==> config.mk <==
export PLATFORM = sky130hd
export DESIGN_NAME = core_fetch_unit
export DESIGN_NICKNAME = d
export VERILOG_FILES = /design/src/rtl/core_fetch_unit.sv
export SDC_FILE = /design/constraint.sdc
export NUM_CORES = 1
export LEC_CHECK = 0
export BUFFER_PORTS_ARGS = -buffer_cell sky130_fd_sc_hd__buf_2
export CORE_ASPECT_RATIO = 2
export CORE_MARGIN = 4
export CORE_UTILIZATION = 25
export DETAILED_ROUTE_END_ITERATION = 16
export GPL_ROUTABILITY_DRIVEN = 0
export PLACE_DENSITY = 0.47
export SYNTH_ARGS = -nofsm -noshare
export SYNTH_HDL_FRONTEND = slang
export SYNTH_SLANG_ARGS = --single-unit
==> constraint.sdc <==
create_clock -name clk -period 2.35 [get_ports clk]
set_input_delay 0.235 -clock clk [delete_from_list [all_inputs] [get_ports clk]]
set_output_delay 0.235 -clock clk [all_outputs]
set_load 0.02 [all_outputs]
==> src/rtl/core_fetch_unit.sv <==
// -----------------------------------------------------------------------------
// core_fetch_unit
//
// Instruction fetch stage. Owns the program counter, issues at most one
// outstanding request on the instruction-memory req/gnt/rvalid interface and
// hands each fetched word plus its PC to decode over a valid/ready handshake.
//
// Optional build macro: FETCH_PERF_CNT_EN
//   When defined, adds two free-running 32-bit performance counters:
//   stall_cycles (cycles spent idle because of fetch_stall) and
//   fetched_count (instruction handshakes with decode).
//
// Ports:
//   clk            core clock, everything on the rising edge
//   rst            synchronous reset, active-high
//   fetch_stall    blocks launching a new fetch (in-flight fetches complete)
//   new_pc         redirect target (low two bits ignored)
//   new_pc_valid   one-cycle redirect strobe, highest priority
//   imem_req       request to instruction memory (high while in REQ)
//   imem_addr      request address, word aligned, equals the current PC
//   imem_gnt       memory accepted the request this cycle
//   imem_rvalid    response word valid
//   imem_rdata     response word
//   instr          fetched instruction towards decode
//   instr_pc       PC of instr
//   instr_valid    instr / instr_pc valid
//   instr_ready    decode accepts instr
//   stall_cycles   (FETCH_PERF_CNT_EN only) idle-and-stalled cycle count
//   fetched_count  (FETCH_PERF_CNT_EN only) decode handshake count
// -----------------------------------------------------------------------------
module core_fetch_unit #(
    parameter int              XLEN     = 32,
    parameter logic [XLEN-1:0] RESET_PC = '0
) (
    input  logic            clk,
    input  logic            rst,
    input  logic            fetch_stall,
    input  logic [XLEN-1:0] new_pc,
    input  logic            new_pc_valid,
    output logic            imem_req,
    output logic [XLEN-1:0] imem_addr,
    input  logic            imem_gnt,
    input  logic            imem_rvalid,
    input  logic [XLEN-1:0] imem_rdata,
    output logic [XLEN-1:0] instr,
    output logic [XLEN-1:0] instr_pc,
    output logic            instr_valid,
    input  logic            instr_ready
`ifdef FETCH_PERF_CNT_EN
    ,
    output logic [31:0]     stall_cycles,
    output logic [31:0]     fetched_count
`endif
);

    typedef enum logic [1:0] {
        IDLE = 2'd0,
        REQ  = 2'd1,
        WAIT = 2'd2,
        OUT  = 2'd3
    } state_t;

    localparam logic [XLEN-1:0] ALIGN_MASK = ~(XLEN'(3));

    state_t          state_reg, state_next;
    logic [XLEN-1:0] pc_reg, pc_next;
    // Redirect target captured while a request is still waiting for grant;
    // the PC (and therefore imem_addr) must not move until the grant.
    logic [XLEN-1:0] pend_pc_reg, pend_pc_next;
    logic            pend_valid_reg, pend_valid_next;
    // Set when the response of the in-flight request belongs to a stale path.
    logic            discard_reg, discard_next;
    logic [XLEN-1:0] instr_reg, instr_next;
    logic [XLEN-1:0] instr_pc_reg, instr_pc_next;
    logic            instr_valid_reg, instr_valid_next;

    logic [XLEN-1:0] redirect_pc;

    assign redirect_pc = new_pc & ALIGN_MASK;

    // -------------------------------------------------------------------------
    // State and datapath registers
    // -------------------------------------------------------------------------
    always_ff @(posedge clk) begin
        if (rst) begin
            state_reg       <= IDLE;
            pc_reg          <= RESET_PC & ALIGN_MASK;
            pend_pc_reg     <= '0;
            pend_valid_reg  <= 1'b0;
            discard_reg     <= 1'b0;
            instr_reg       <= '0;
            instr_pc_reg    <= '0;
            instr_valid_reg <= 1'b0;
        end else begin
            state_reg       <= state_next;
            pc_reg          <= pc_next;
            pend_pc_reg     <= pend_pc_next;
            pend_valid_reg  <= pend_valid_next;
            discard_reg     <= discard_next;
            instr_reg       <= instr_next;
            instr_pc_reg    <= instr_pc_next;
            instr_valid_reg <= instr_valid_next;
        end
    end

    // -------------------------------------------------------------------------
    // Next-state and datapath logic
    // -------------------------------------------------------------------------
    always_comb begin
        state_next       = state_reg;
        pc_next          = pc_reg;
        pend_pc_next     = pend_pc_reg;
        pend_valid_next  = pend_valid_reg;
        discard_next     = discard_reg;
        instr_next       = instr_reg;
        instr_pc_next    = instr_pc_reg;
        instr_valid_next = instr_valid_reg;

        case (state_reg)
            IDLE: begin
                if (new_pc_valid) begin
                    pc_next = redirect_pc;
                end else if (!fetch_stall) begin
                    state_next = REQ;
                end
            end

            REQ: begin
                if (imem_gnt) begin
                    state_next      = WAIT;
                    pend_valid_next = 1'b0;
                    // The address already went out, so the PC may move now:
                    // a same-cycle redirect wins over an older pending one.
                    if (new_pc_valid) begin
                        pc_next      = redirect_pc;
                        discard_next = 1'b1;
                    end else if (pend_valid_reg) begin
                        pc_next = pend_pc_reg;
                    end
                end else if (new_pc_valid) begin
                    pend_pc_next    = redirect_pc;
                    pend_valid_next = 1'b1;
                    discard_next    = 1'b1;
                end
            end

            WAIT: begin
                if (new_pc_valid) begin
                    pc_next = redirect_pc;
                    if (imem_rvalid) begin
                        // Response and redirect together: response is dropped.
                        state_next   = IDLE;
                        discard_next = 1'b0;
                    end else begin
                        discard_next = 1'b1;
                    end
                end else if (imem_rvalid) begin
                    if (discard_reg) begin
                        state_next   = IDLE;
                        discard_next = 1'b0;
                    end else begin
                        state_next       = OUT;
                        instr_next       = imem_rdata;
                        instr_pc_next    = pc_reg;
                        pc_next          = pc_reg + XLEN'(4);
                        instr_valid_next = 1'b1;
                    end
                end
            end

            OUT: begin
                if (new_pc_valid) begin
                    // Held instruction is on the wrong path; drop it.
                    instr_valid_next = 1'b0;
                    pc_next          = redirect_pc;
                    state_next       = IDLE;
                end else if (instr_ready) begin
                    instr_valid_next = 1'b0;
                    state_next       = fetch_stall ? IDLE : REQ;
                end
            end

            default: begin
                state_next = IDLE;
            end
        endcase
    end

    assign imem_req    = (state_reg == REQ);
    assign imem_addr   = pc_reg;
    assign instr       = instr_reg;
    assign instr_pc    = instr_pc_reg;
    assign instr_valid = instr_valid_reg;

`ifdef FETCH_PERF_CNT_EN
    // -------------------------------------------------------------------------
    // Performance counters (wrap naturally at 2^32)
    // -------------------------------------------------------------------------
    logic [31:0] stall_cycles_reg;
    logic [31:0] fetched_count_reg;

    always_ff @(posedge clk) begin
        if (rst) begin
            stall_cycles_reg  <= '0;
            fetched_count_reg <= '0;
        end else begin
            if ((state_reg == IDLE) && fetch_stall && !new_pc_valid) begin
                stall_cycles_reg <= stall_cycles_reg + 32'd1;
            end
            if (instr_valid_reg && instr_ready) begin
                fetched_count_reg <= fetched_count_reg + 32'd1;
            end
        end
    end

    assign stall_cycles  = stall_cycles_reg;
    assign fetched_count = fetched_count_reg;
`endif

endmodule

# After elaboration in Yosys (flattened, before gate mapping)
# Cells that the tools add are included.
[op_classes]
add_sub_neg = 1
eq_ne = 15
muxes = 31
n_bitwise = 3
reduce_logical = 12
[ops]
columns = ["op", "count"]
rows = [
  ["$mux 32", 7],
  ["$pmux 32 s3", 1],
  ["$add 32x3->32 const B", 1],
  ["$mux 2", 9],
  ["$reduce_and 5->1", 3],
  ["$ne 2x2->1 const B", 6],
  ["$mux 1", 11],
  ["$ne 3x3->1 const B", 3],
  ["$pmux 2 s4", 1],
  ["$reduce_and 3->1", 2],
  ["$reduce_bool 2->1", 3],
  ["$eq 2x2->1 const B", 2],
  ["$ne 2x1->1 const B", 2],
  ["$pmux 1 s2", 2],
  ["$reduce_and 4->1", 1],
  ["$ne 3x2->1 const B", 1],
  ["$not 1->1", 3],
  ["$eq 2x1->1 const B", 1],
  ["$logic_not 2->1", 1],
  ["$reduce_and 2->1", 1],
  ["$reduce_or 2->1", 1],
]
[word_totals]
ff_bits = 131
inputBits = 71
output_inout_bits = 98
wordCells = 70

# Longest topological paths before layout
# Gate-level depths: netlist of the first run.
[depth]
word_depth = 5
ltp_mapped = 10
ltp_nobuf = 7

# Worst setup path after synthesis of the first run
# OpenSTA, ideal clock, no wires.
[synth_path]
path_type = "reg-to-reg"
from = "register pc_reg[2] (netlist: imem_addr[2])"
to = "register pc_reg[22] (netlist: imem_addr[22])"
setup_ns = 0.074
arrival_ns = 2.096
t_required_ns = 2.276
path_slack_ns = 0.180
path_stages_with_launch = 7
path_buffers = 0
period_less_slack_ns = 2.170
cell_sequence = "dfxtp_1 -> ha_1 -> and3_1 -> nand3_1 -> or4_1 -> or4_1 -> a31oi_1"
[synth_between]
elab_chain_len = 5
[synth_rtl]
columns = ["element", "line", "text"]
rows = [
  ["start: declaration", "66", "logic [XLEN-1:0] pc_reg, pc_next;"],
  ["start signal: assignment", "87", "pc_reg <= RESET_PC & ALIGN_MASK;"],
  ["start signal: assignment", "96", "pc_reg <= pc_next;"],
  ["$add 32x3->32", "165", "pc_next = pc_reg + XLEN'(4);"],
  ["$mux 32", "158", "if (discard_reg) begin"],
  ["$mux 32", "157", "end else if (imem_rvalid) begin"],
  ["$mux 32", "148", "if (new_pc_valid) begin"],
  ["$pmux 32 s3", "119", "case (state_reg)"],
]
# Every way passes these cells. The select of a mux whose other input is x is not followed.
# A chain may end at the register's enable or synchronous reset.

# Worst setup path after layout of the first run
[layout_path]
from = "register state_reg[1]"
to = "register pc_reg[19] (netlist: imem_addr[19])"
[layout_between]
elab_chain_len = 4
elab_cells_between_ends = 12
cone_classes = "eq/ne: 8; mux: 1; reduce/logical: 3"
[layout_rtl]
columns = ["element", "line", "text"]
rows = [
  ["start: declaration", "65", "state_t state_reg, state_next;"],
  ["start signal: assignment", "95", "state_reg <= state_next;"],
  ["$eq 2x2->1 / $logic_not 2->1 (equally long branches)", "119", ""],
  ["$reduce_or 2->1 (no line)", "-", ""],
  ["$ne 2x1->1 (no line)", "-", ""],
  ["$reduce_and 5->1 (no line)", "-", ""],
]
# Parallel ways exist; a longest one is shown, timed or not.

==> results.json, run 1 <==
{
  "clk-insertion-delay-late_ps": 430,
  "startpoint_of_the_most_critical_register_to_register_path": "state_reg[1]$_SDFFE_PP0P_",
  "cap_violations": 0,
  "clock_network_power_share_pct": 29.6,
  "finalPower_mw": 8.048,
  "floorplan.io_pins": 169,
  "timing.hold.ws_ps": 37.52,
  "synthesis.instances": 771,
  "combined_global_route_utilization_of_all_metal_layers_pct": 15.54,
  "drt_pass1_iterations": 5,
  "synth-edff-count": 0,
  "floorplan.initialDensity_pct": 25.43,
  "worstSetupPathType": "flip-flop to flip-flop",
  "tritoncts": "built",
  "fmaxAchievable_mhz": 475.7,
  "worst_slack_setup_final_ps": 248.0,
  "grt_residual_overflow": 0,
  "worstRegToRegCells": 8,
  "final_setup_violation_count": 0,
  "final_design_area_no_fill_mm2": 0.007811,
  "crit_path_start_kind": "flip-flop",
  "worstPathMaxFanout": 18,
  "tritoncts_num_sinks": 127,
  "timing.reg2reg.setup_slack_ps": 250,
  "antenna_left": 0,
  "placed_cell_area_mm2": 0.007268,
  "buffer_levels_on_the_longest_clock_path": 2,
  "io_buffers": 162,
  "syn_avg_cell_area_um2": 7.661,
  "yosys_most_used_dff": "dfxtp_1",
  "drive_above_1_share_pct": 27.41,
  "die_width_um": 116.7,
  "power_density_mw_per_mm2": 1030,
  "period_minus_slack_ps": 2102,
  "crit_path_start": "state_reg[1]$_SDFFE_PP0P_",
  "avgRoutedWirePerCell_um": 16.53,
  "worst-slew-pin-transition_ps": 607.6,
  "synth.ff_latch_count": 127,
  "postCtsHoldBufs": 0,
  "crit-reg2reg-capture": "imem_addr[19]$_SDFFE_PP0P_",
  "comb_power_share_pct": 36.2,
  "detail_route.iter0.violations": 258,
  "via_per_inst": 4.815,
  "part_of_the_total_power_dissipated_in_sequential_elements_pct": 34.2,
  "power.leakage_nw": 3.220,
  "grt_pass1_wl_um": 31620,
  "detailedPlace.worstSlack_ps": 178.8,
  "setup.worst_path.end": "imem_addr[19]$_SDFFE_PP0P_",
  "grt_max_degree": 63,
  "internal-power_mw": 4.988,
  "htree_num_levels": 4,
  "synthToLayoutAreaGrowth_pct": 32.24,
  "arrival_time_of_data_at_the_critical_path_endpoint_ps": 2420,
  "clockRootBuffer": "clkbuf_16",
  "grt_setup_unrepaired": "no",
  "clk_transition_reported_paths_ps": 60,
  "die_area_mm2": 0.02630,
  "critPathRequiredTime_ps": 2660,
  "synth_sequential_area_ratio_pct": 43.04,
  "power_switching_mw": 3.060,
  "cts_buffers": 17,
  "slew_violations": 0,
  "netSwitchingFraction_pct": 38.02,
  "period_share_pct": 89.45,
  "synth_top_area_share_pct": 43.04,
  "vias": 5971,
  "hold_viol_final": 0,
  "vdd.ir_drop.worst_uv": 533.7,
  "mappedNetlistArea_mm2": 0.005907,
  "end_kind": "flip-flop",
  "fin_worst_skew_ps": 6.501,
  "synth.lib_cells_used.distinct": 65,
  "placementRows": 79,
  "chipHeight_um": 225.4,
  "ys_async_sr_fraction_pct": 0,
  "drc": 0,
  "largest_register_ff_count": 32,
  "first_global_vias": 5629,
  "min-delay-path-class": "input port to flip-flop",
  "status": "complete, no violations",
  "slew-limit-headroom_pct": 59.49,
  "post_synth_main_area_contributors": "dfxtp_1 43%, nand2_1 14%, a21oi_1 9.7%",
  "detailed_place_hpwl_um": 15200,
  "design.final.nets": 1021,
  "core_region_area_mm2": 0.02323,
  "setup_tns_ps": 0,
  "ys_warn_count": 0,
  "postRouteWirelength_um": 20500,
  "synthDominantAreaCellType": "dfxtp_1",
  "grt_antenna_before_repair": 1
}
## how the worst min path moves through the flow
| stage | start | to | slack, ps | cells past startpoint |
|---|---|---|---|---|
| finish | imem_rdata[14] | instr[14]$_SDFFE_PP0P_ | 40 | 3 |
| global route | imem_rdata[9] | instr[9]$_SDFFE_PP0P_ | 30 | 3 |
| detailed placement | instr_pc[15]$_SDFFE_PP0P_ | instr_pc[15]$_SDFFE_PP0P_ | 440 | 2 |
| CTS | imem_rdata[10] | instr[10]$_SDFFE_PP0P_ | 20 | 3 |
| floorplan | imem_gnt | pend_valid_reg$_SDFFE_PP0P_ | 330 | 1 |
| global placement | instr[16]$_SDFFE_PP0P_ | instr[16]$_SDFFE_PP0P_ | 440 | 2 |
## Yosys cell counts, types with 6 or more instances
library cell	instances
and3_1	7
nor2_1	22
mux2i_1	12
ha_1	7
o21ai_0	24
a22o_1	9
a22oi_1	9
a211oi_1	6
nand2_1	219
a31oi_1	7
nand4_1	7
dfxtp_1	127
nor3_1	16
inv_1	12
nand3_1	17
clkbuf_1	52
buf_4	6
a21oi_1	115
## power groups by stage
stage,Combinational [mW],Sequential [mW],Clock [mW]
final,2.91,2.75,2.38
after global routing,3.20,2.81,2.57
after CTS,2.93,2.76,2.47
after detailed placement,2.92,2.80,0
after global placement,2.91,2.80,0
after floorplan,1.41,3.03,0
## kinds of logic after synthesis
family / share of synthesized area (%)
fa+ha+maj: 1.483
flops: 43.04
other cells: 0.06348
compound gates: 23.55
simple gates: 24.13
mux: 2.034
xor+xnor: 0.2966
buf+inv: 5.401
## repair_timing
action                     4_1_cts  5_1_grt
setup buffers                    0        0
resized for setup                0        4
setup endpoints to repair        0       13
## layout by cell type (no fill, tap or decap), types with 3 or more instances in the layout
cell / instances
nor3_1: 16
buf_2: 161
dfxtp_1: 127
a221oi_1: 3
inv_1: 12
a21oi_1: 115
clkbuf_16: 17
clkinv_2: 7
mux2i_1: 12
a22oi_1: 9
a211oi_1: 6
and4_1: 5
nand3_1: 16
nor2b_1: 4
ha_1: 7
a31oi_1: 7
nor4_1: 5
o21ai_0: 24
o2111a_1: 3
nor2_1: 21
buf_4: 49
o211ai_1: 5
nand2_1: 219
a221o_1: 5
o31ai_1: 3
a311oi_1: 5
conb_1: 4
a22o_1: 9
nand4_1: 7
a21o_1: 4
and3_1: 6
buf_12: 4
## layout make-up
type	count	area, um2
fill	2514	15420
multi-input combinational	570	3074
sequential	127	2542
timing repair buffer	215	1265
clock buffer	21	460.4
tap	283	354.1
clock inverter	11	67.56
inverter	12	45.04
antenna	1	2.502
## metal layers
layer	GRT usage, %	vias up	wire length [um]
met5	0	-	0
met4	7.074	0	539
met3	3.306	27	1002
met2	27.20	149	11000
met1	17.69	2750	7963
li1	-	3045	-
## critical path, cell delays in order (launching register included)
cell	delay [ps]
dfxtp_1	370
inv_1	120
ha_1	260
o21a_1	210
o21bai_2	260
buf_12	190
a22oi_1	240
o41ai_1	140
a32o_1	210
## metrics by stage
stage / instances / utilization, %
global route: 1240 / 33.63
detailed placement: 1207 / 31.29
finish: 1240 / 33.63
floorplan: 774 / -
CTS: 1239 / 33.56
global placement: 1207 / 31.29
Power figures use the tool's default switching activity.
==> run 2, diff against run 1 <==
- CORE_MARGIN: 4 -> 1.5
==> results.json, run 2 (same netlist as run 1, synthesis figures left out) <==
{
  "multi_input_area_mm2": 0.003065,
  "first_global_vias": 5541,
  "core_region_area_mm2": 0.02323,
  "min-delay-path-class": "input port to flip-flop",
  "vias": 6015,
  "design.final.nets": 1019,
  "arrival_time_of_data_at_the_critical_path_endpoint_ps": 2550,
  "die_width_um": 111.7,
  "critPathRequiredTime_ps": 2700,
  "status": "complete, no violations",
  "via_per_inst": 4.863,
  "combined_global_route_utilization_of_all_metal_layers_pct": 16.33,
  "buffer_levels_on_the_longest_clock_path": 2,
  "most_frequent_cells_in_the_layout": "219 x nand2_1, 161 x buf_2, 126 x dfxtp_1",
  "vdd.ir_drop.worst_uv": 523.8,
  "part_of_the_total_power_dissipated_in_sequential_elements_pct": 32.6,
  "postRouteWirelength_um": 20120,
  "drt_pass1_iterations": 5,
  "placementRows": 79,
  "setup_tns_ps": 0,
  "clk-insertion-delay-late_ps": 430,
  "largest_register_ff_count": 32,
  "antenna_left": 0,
  "grt_max_degree": 63,
  "fmaxAchievable_mhz": 455.5,
  "period_minus_slack_ps": 2195,
  "n_antenna_cell": 0,
  "crit_path_start_kind": "flip-flop",
  "power.leakage_nw": 3.249,
  "power_density_mw_per_mm2": 1074,
  "cts_setup_buffers": 0,
  "layout_commonest_cell": "nand2_1",
  "grt_antenna_before_repair": 0,
  "cap_violations": 0,
  "fill_cells": 2515,
  "power_switching_mw": 3.092,
  "worstSetupPathType": "flip-flop to flip-flop",
  "slew_violations": 0,
  "tritoncts_num_sinks": 127,
  "grt_setup_unrepaired": "no",
  "period_share_pct": 93.42,
  "worst-slew-pin-transition_ps": 603.6,
  "floorplan.io_pins": 169,
  "htree_num_levels": 4,
  "drc": 0,
  "io_buffers": 162,
  "die_area_mm2": 0.02461,
  "comb_power_share_pct": 34.1,
  "grt_pass1_wl_um": 31280,
  "detail_route.iter0.violations": 320,
  "drive_above_1_share_pct": 27.36,
  "layout_utilization_pct": 33.95,
  "floorplan.initialDensity_pct": 25.43,
  "synthToLayoutAreaGrowth_pct": 33.51,
  "end_kind": "flip-flop",
  "netSwitchingFraction_pct": 36.51,
  "tritoncts": "built",
  "worstPathMaxFanout": 9,
  "avgRoutedWirePerCell_um": 16.26,
  "grt_residual_overflow": 0,
  "clk_transition_reported_paths_ps": 60,
  "slew-limit-headroom_pct": 59.76,
  "clockRootBuffer": "clkbuf_16",
  "detailed_place_hpwl_um": 14820,
  "internal-power_mw": 5.378,
  "cts_buffers": 17,
  "hold_viol_final": 0,
  "chipHeight_um": 220.4,
  "final_setup_violation_count": 0,
  "fin_worst_skew_ps": 7.079,
  "ff_latch_area_mm2": 0.002544,
  "clock_network_power_share_pct": 33.3
}
[run 2: cell count changes in the layout (fill, tap and decap cells not counted), sizes merged]
| cell | previous run | this run |
|---|---|---|
| buf | 215 | 213 |
| bufinv | 0 | 4 |
| clkinv | 9 | 7 |
| clkbuf | 21 | 19 |
| diode | 1 | 0 |
[run 2: layer usage]
layer	part of all wire [%]	wire length [um]	track usage [%]
met5	0	0	0
met4	1.8	363	6.540
met3	3.7	739	3.232
met2	54	10880	29.82
met1	40	8132	18.49
[run 2: what timing repair did]
action / CTS / global route
resized for setup: 0 / 1
setup endpoints to repair: 0 / 3
hold buffers: 0 / 0
[run 2: path summary, 6_finish.rpt]
check | start | to | slack, ps | cells past startpoint
hold / removal | imem_rdata[10] | instr[10]$_SDFFE_PP0P_ | 40 | 3
setup reg to reg | state_reg[0]$_SDFFE_PP0P_ | imem_addr[22]$_SDFFE_PP0P_ | 150 | 8
setup / recovery | state_reg[0]$_SDFFE_PP0P_ | imem_addr[22]$_SDFFE_PP0P_ | 150 | 8
hold reg to reg | instr_pc[16]$_SDFFE_PP0P_ | instr_pc[16]$_SDFFE_PP0P_ | 450 | 2
[run 2: stage by stage]
stage | hold WS (ps) | power (mW) | setup WS, ps | instance area (um2) | std cells
finish | 39.46 | 8.470 | 154.5 | 7886 | 1237
global route | 22.73 | 8.986 | 31.29 | 7886 | 1237
CTS | 16.23 | 8.595 | 123.4 | 7885 | 1237
detailed placement | 443.2 | 5.701 | 137.9 | 7253 | 1205
global placement | 439.0 | 5.688 | 179.5 | 7253 | 1205
floorplan | 331.3 | 4.444 | 179.6 | 5918 | 774
[run 2: power groups by stage]
stage | combinational [mW] | sequential [mW] | clock, mW
5_1_grt | 3.15 | 2.80 | 3.03
3_5_place_dp | 2.90 | 2.80 | 0
2_1_floorplan | 1.41 | 3.03 | 0
3_3_place_gp | 2.89 | 2.79 | 0
4_1_cts | 2.91 | 2.75 | 2.93
6_report | 2.89 | 2.76 | 2.82
[run 2: final cells by class]
cell class | count | area share (%)
multi-input cells | 570 | 38.87
clock inverters | 13 | 2.396
inverters | 12 | 0.5712
clock buffers | 19 | 5.616
well taps | 283 | 4.490
repair buffers | 213 | 15.80
flip-flops and latches | 127 | 32.25
[run 2: worst max-delay path, stage by stage (launching register included)]
cell	delay, ps
dfxtp_1	320
buf_4	150
ha_1	230
inv_1	120
o22ai_1	90
buf_4	180
or2_2	350
or4_1	520
a31oi_1	160
==> run 3, diff against run 2 <==
- CORE_MARGIN: 1.5 -> 2
==> results.json, run 3 (same netlist as run 1, synthesis figures left out) <==
{
  "io_buffers": 162,
  "fin_worst_skew_ps": 9.925,
  "crit_path_start_kind": "flip-flop",
  "cap_violations": 0,
  "worstPathMaxFanout": 17,
  "die_area_mm2": 0.02495,
  "setup_tns_ps": 0,
  "min-delay-path-class": "input port to flip-flop",
  "floorplan.io_pins": 169,
  "drc": 0,
  "design.final.nets": 1021,
  "power_switching_mw": 3.111,
  "period_minus_slack_ps": 2137,
  "arrival_time_of_data_at_the_critical_path_endpoint_ps": 2450,
  "detail_route.iter0.violations": 304,
  "timing.reg2reg.setup_slack_ps": 210,
  "grt_pass1_wl_um": 31880,
  "finalPower_mw": 8.490,
  "clk_transition_reported_paths_ps": 60,
  "drt_pass1_iterations": 5,
  "end_kind": "flip-flop",
  "slew_violations": 0,
  "postRouteWirelength_um": 20220,
  "avgRoutedWirePerCell_um": 16.33,
  "die_width_um": 112.7,
  "most_frequent_cells_in_the_layout": "219 x nand2_1, 161 x buf_2, 127 x dfxtp_1",
  "via_per_inst": 4.841,
  "antenna_left": 0,
  "largest_register_ff_count": 32,
  "htree_num_levels": 4,
  "worst-slew-pin-transition_ps": 760.1,
  "critPathRequiredTime_ps": 2660,
  "final_setup_violation_count": 0,
  "internal-power_mw": 5.379,
  "cts_resized": 0,
  "multi_input_area_mm2": 0.003068,
  "part_of_the_total_power_dissipated_in_sequential_elements_pct": 32.7,
  "vdd.ir_drop.worst_uv": 466.7,
  "clk-insertion-delay-late_ps": 440,
  "power.leakage_nw": 3.253,
  "final_design_area_no_fill_mm2": 0.007901,
  "min_delay_path_depth": 3,
  "fill_cells": 2515,
  "worst_slack_setup_final_ps": 213.1,
  "combined_global_route_utilization_of_all_metal_layers_pct": 16.30,
  "synthToLayoutAreaGrowth_pct": 33.76,
  "slew-limit-headroom_pct": 49.33,
  "startpoint_of_the_most_critical_register_to_register_path": "state_reg[1]$_SDFFE_PP0P_",
  "placementRows": 79,
  "grt_setup_unrepaired": "no",
  "detailedPlace.worstSlack_ps": 176.1,
  "tritoncts_num_sinks": 127,
  "comb_power_share_pct": 34.2,
  "vias": 5993,
  "drive_above_1_share_pct": 27.33,
  "post_layout_nonfiller_instances": 1238,
  "floorplan.initialDensity_pct": 25.43,
  "n_antenna_cell": 0,
  "status": "complete, no violations",
  "hold_viol_final": 0,
  "dp.cells": 1207,
  "core_region_area_mm2": 0.02323,
  "ff_latch_area_mm2": 0.002542,
  "grt_antenna_before_repair": 0,
  "worstRegToRegCells": 9,
  "postCtsHoldBufs": 0,
  "hold_startpoint": "imem_rdata[18]",
  "tritoncts": "built",
  "worstSetupPathType": "flip-flop to flip-flop",
  "clockRootBuffer": "clkbuf_16",
  "grt_residual_overflow": 0,
  "detailed_place_hpwl_um": 14790,
  "chipHeight_um": 221.4,
  "cts_buffers": 17,
  "placed_cell_area_mm2": 0.007281,
  "buffer_levels_on_the_longest_clock_path": 2,
  "clock_network_power_share_pct": 33.1,
  "endpoint_with_the_worst_hold_slack": "instr[18]$_SDFFE_PP0P_",
  "first_global_vias": 5577,
  "layout_commonest_cell": "nand2_1",
  "fmaxAchievable_mhz": 468.0,
  "grt_max_degree": 68,
  "power_density_mw_per_mm2": 1074,
  "crit-reg2reg-capture": "imem_addr[19]$_SDFFE_PP0P_",
  "cts_setup_buffers": 0,
  "netSwitchingFraction_pct": 36.65,
  "period_share_pct": 90.93
}
==> run 3: per-layer routing <==
metal	vias up	wire, um	GRT usage (%)
li1	3038	-	-
met1	2751	7879	18.18
met2	171	10930	29.07
met3	33	869	3.314
met4	0	534	7.750
met5	-	0	0
==> run 3: cell type report <==
| class | instances | share of cell area, % |
|---|---|---|
| multi-input cells | 570 | 38.83 |
| flip-flops and latches | 127 | 32.18 |
| well taps | 283 | 4.481 |
| clock buffers | 18 | 5.432 |
| clock inverters | 13 | 2.391 |
| repair buffers | 215 | 16.12 |
| inverters | 12 | 0.5701 |
==> run 3: how the worst max path moves through the flow <==
stage | cells past startpoint | to | slack [ps] | startpoint
6_report | 9 | imem_addr[19]$_SDFFE_PP0P_ | 210 | state_reg[1]$_SDFFE_PP0P_
3_3_place_gp | 8 | imem_addr[6]$_SDFFE_PP0P_ | 180 | state_reg[1]$_SDFFE_PP0P_
5_1_grt | 9 | imem_addr[30]$_SDFFE_PP0P_ | 50 | state_reg[1]$_SDFFE_PP0P_
4_1_cts | 6 | imem_addr[23]$_SDFFE_PP0P_ | 160 | state_reg[1]$_SDFFE_PP0P_
3_5_place_dp | 6 | imem_addr[23]$_SDFFE_PP0P_ | 180 | state_reg[1]$_SDFFE_PP0P_
2_1_floorplan | 6 | imem_addr[22]$_SDFFE_PP0P_ | 180 | imem_addr[2]$_SDFFE_PP0P_
==> run 3: worst max-delay path, stage by stage (launching register included) <==
cell      delay, ps
dfxtp_1         370
inv_1           120
ha_1            240
o21a_1          210
o21bai_1        150
buf_4           170
buf_12          150
a22oi_1         240
o41ai_1         150
a32o_1          220
==> run 3: power groups by stage <==
stage	clock network (mW)	logic [mW]	registers, mW
after CTS	2.89	2.94	2.78
final	2.81	2.90	2.77
after detailed placement	0	2.93	2.82
after global routing	2.96	3.19	2.82
after floorplan	0	1.41	3.03
after global placement	0	2.93	2.82
==> run 3: through the flow <==
stage,util [%],hold WS (ps)
finish,34.02,28.87
global route,34.02,21.51
CTS,34.00,11.04
detailed placement,31.34,443.1
global placement,31.34,439.1
floorplan,-,331.3
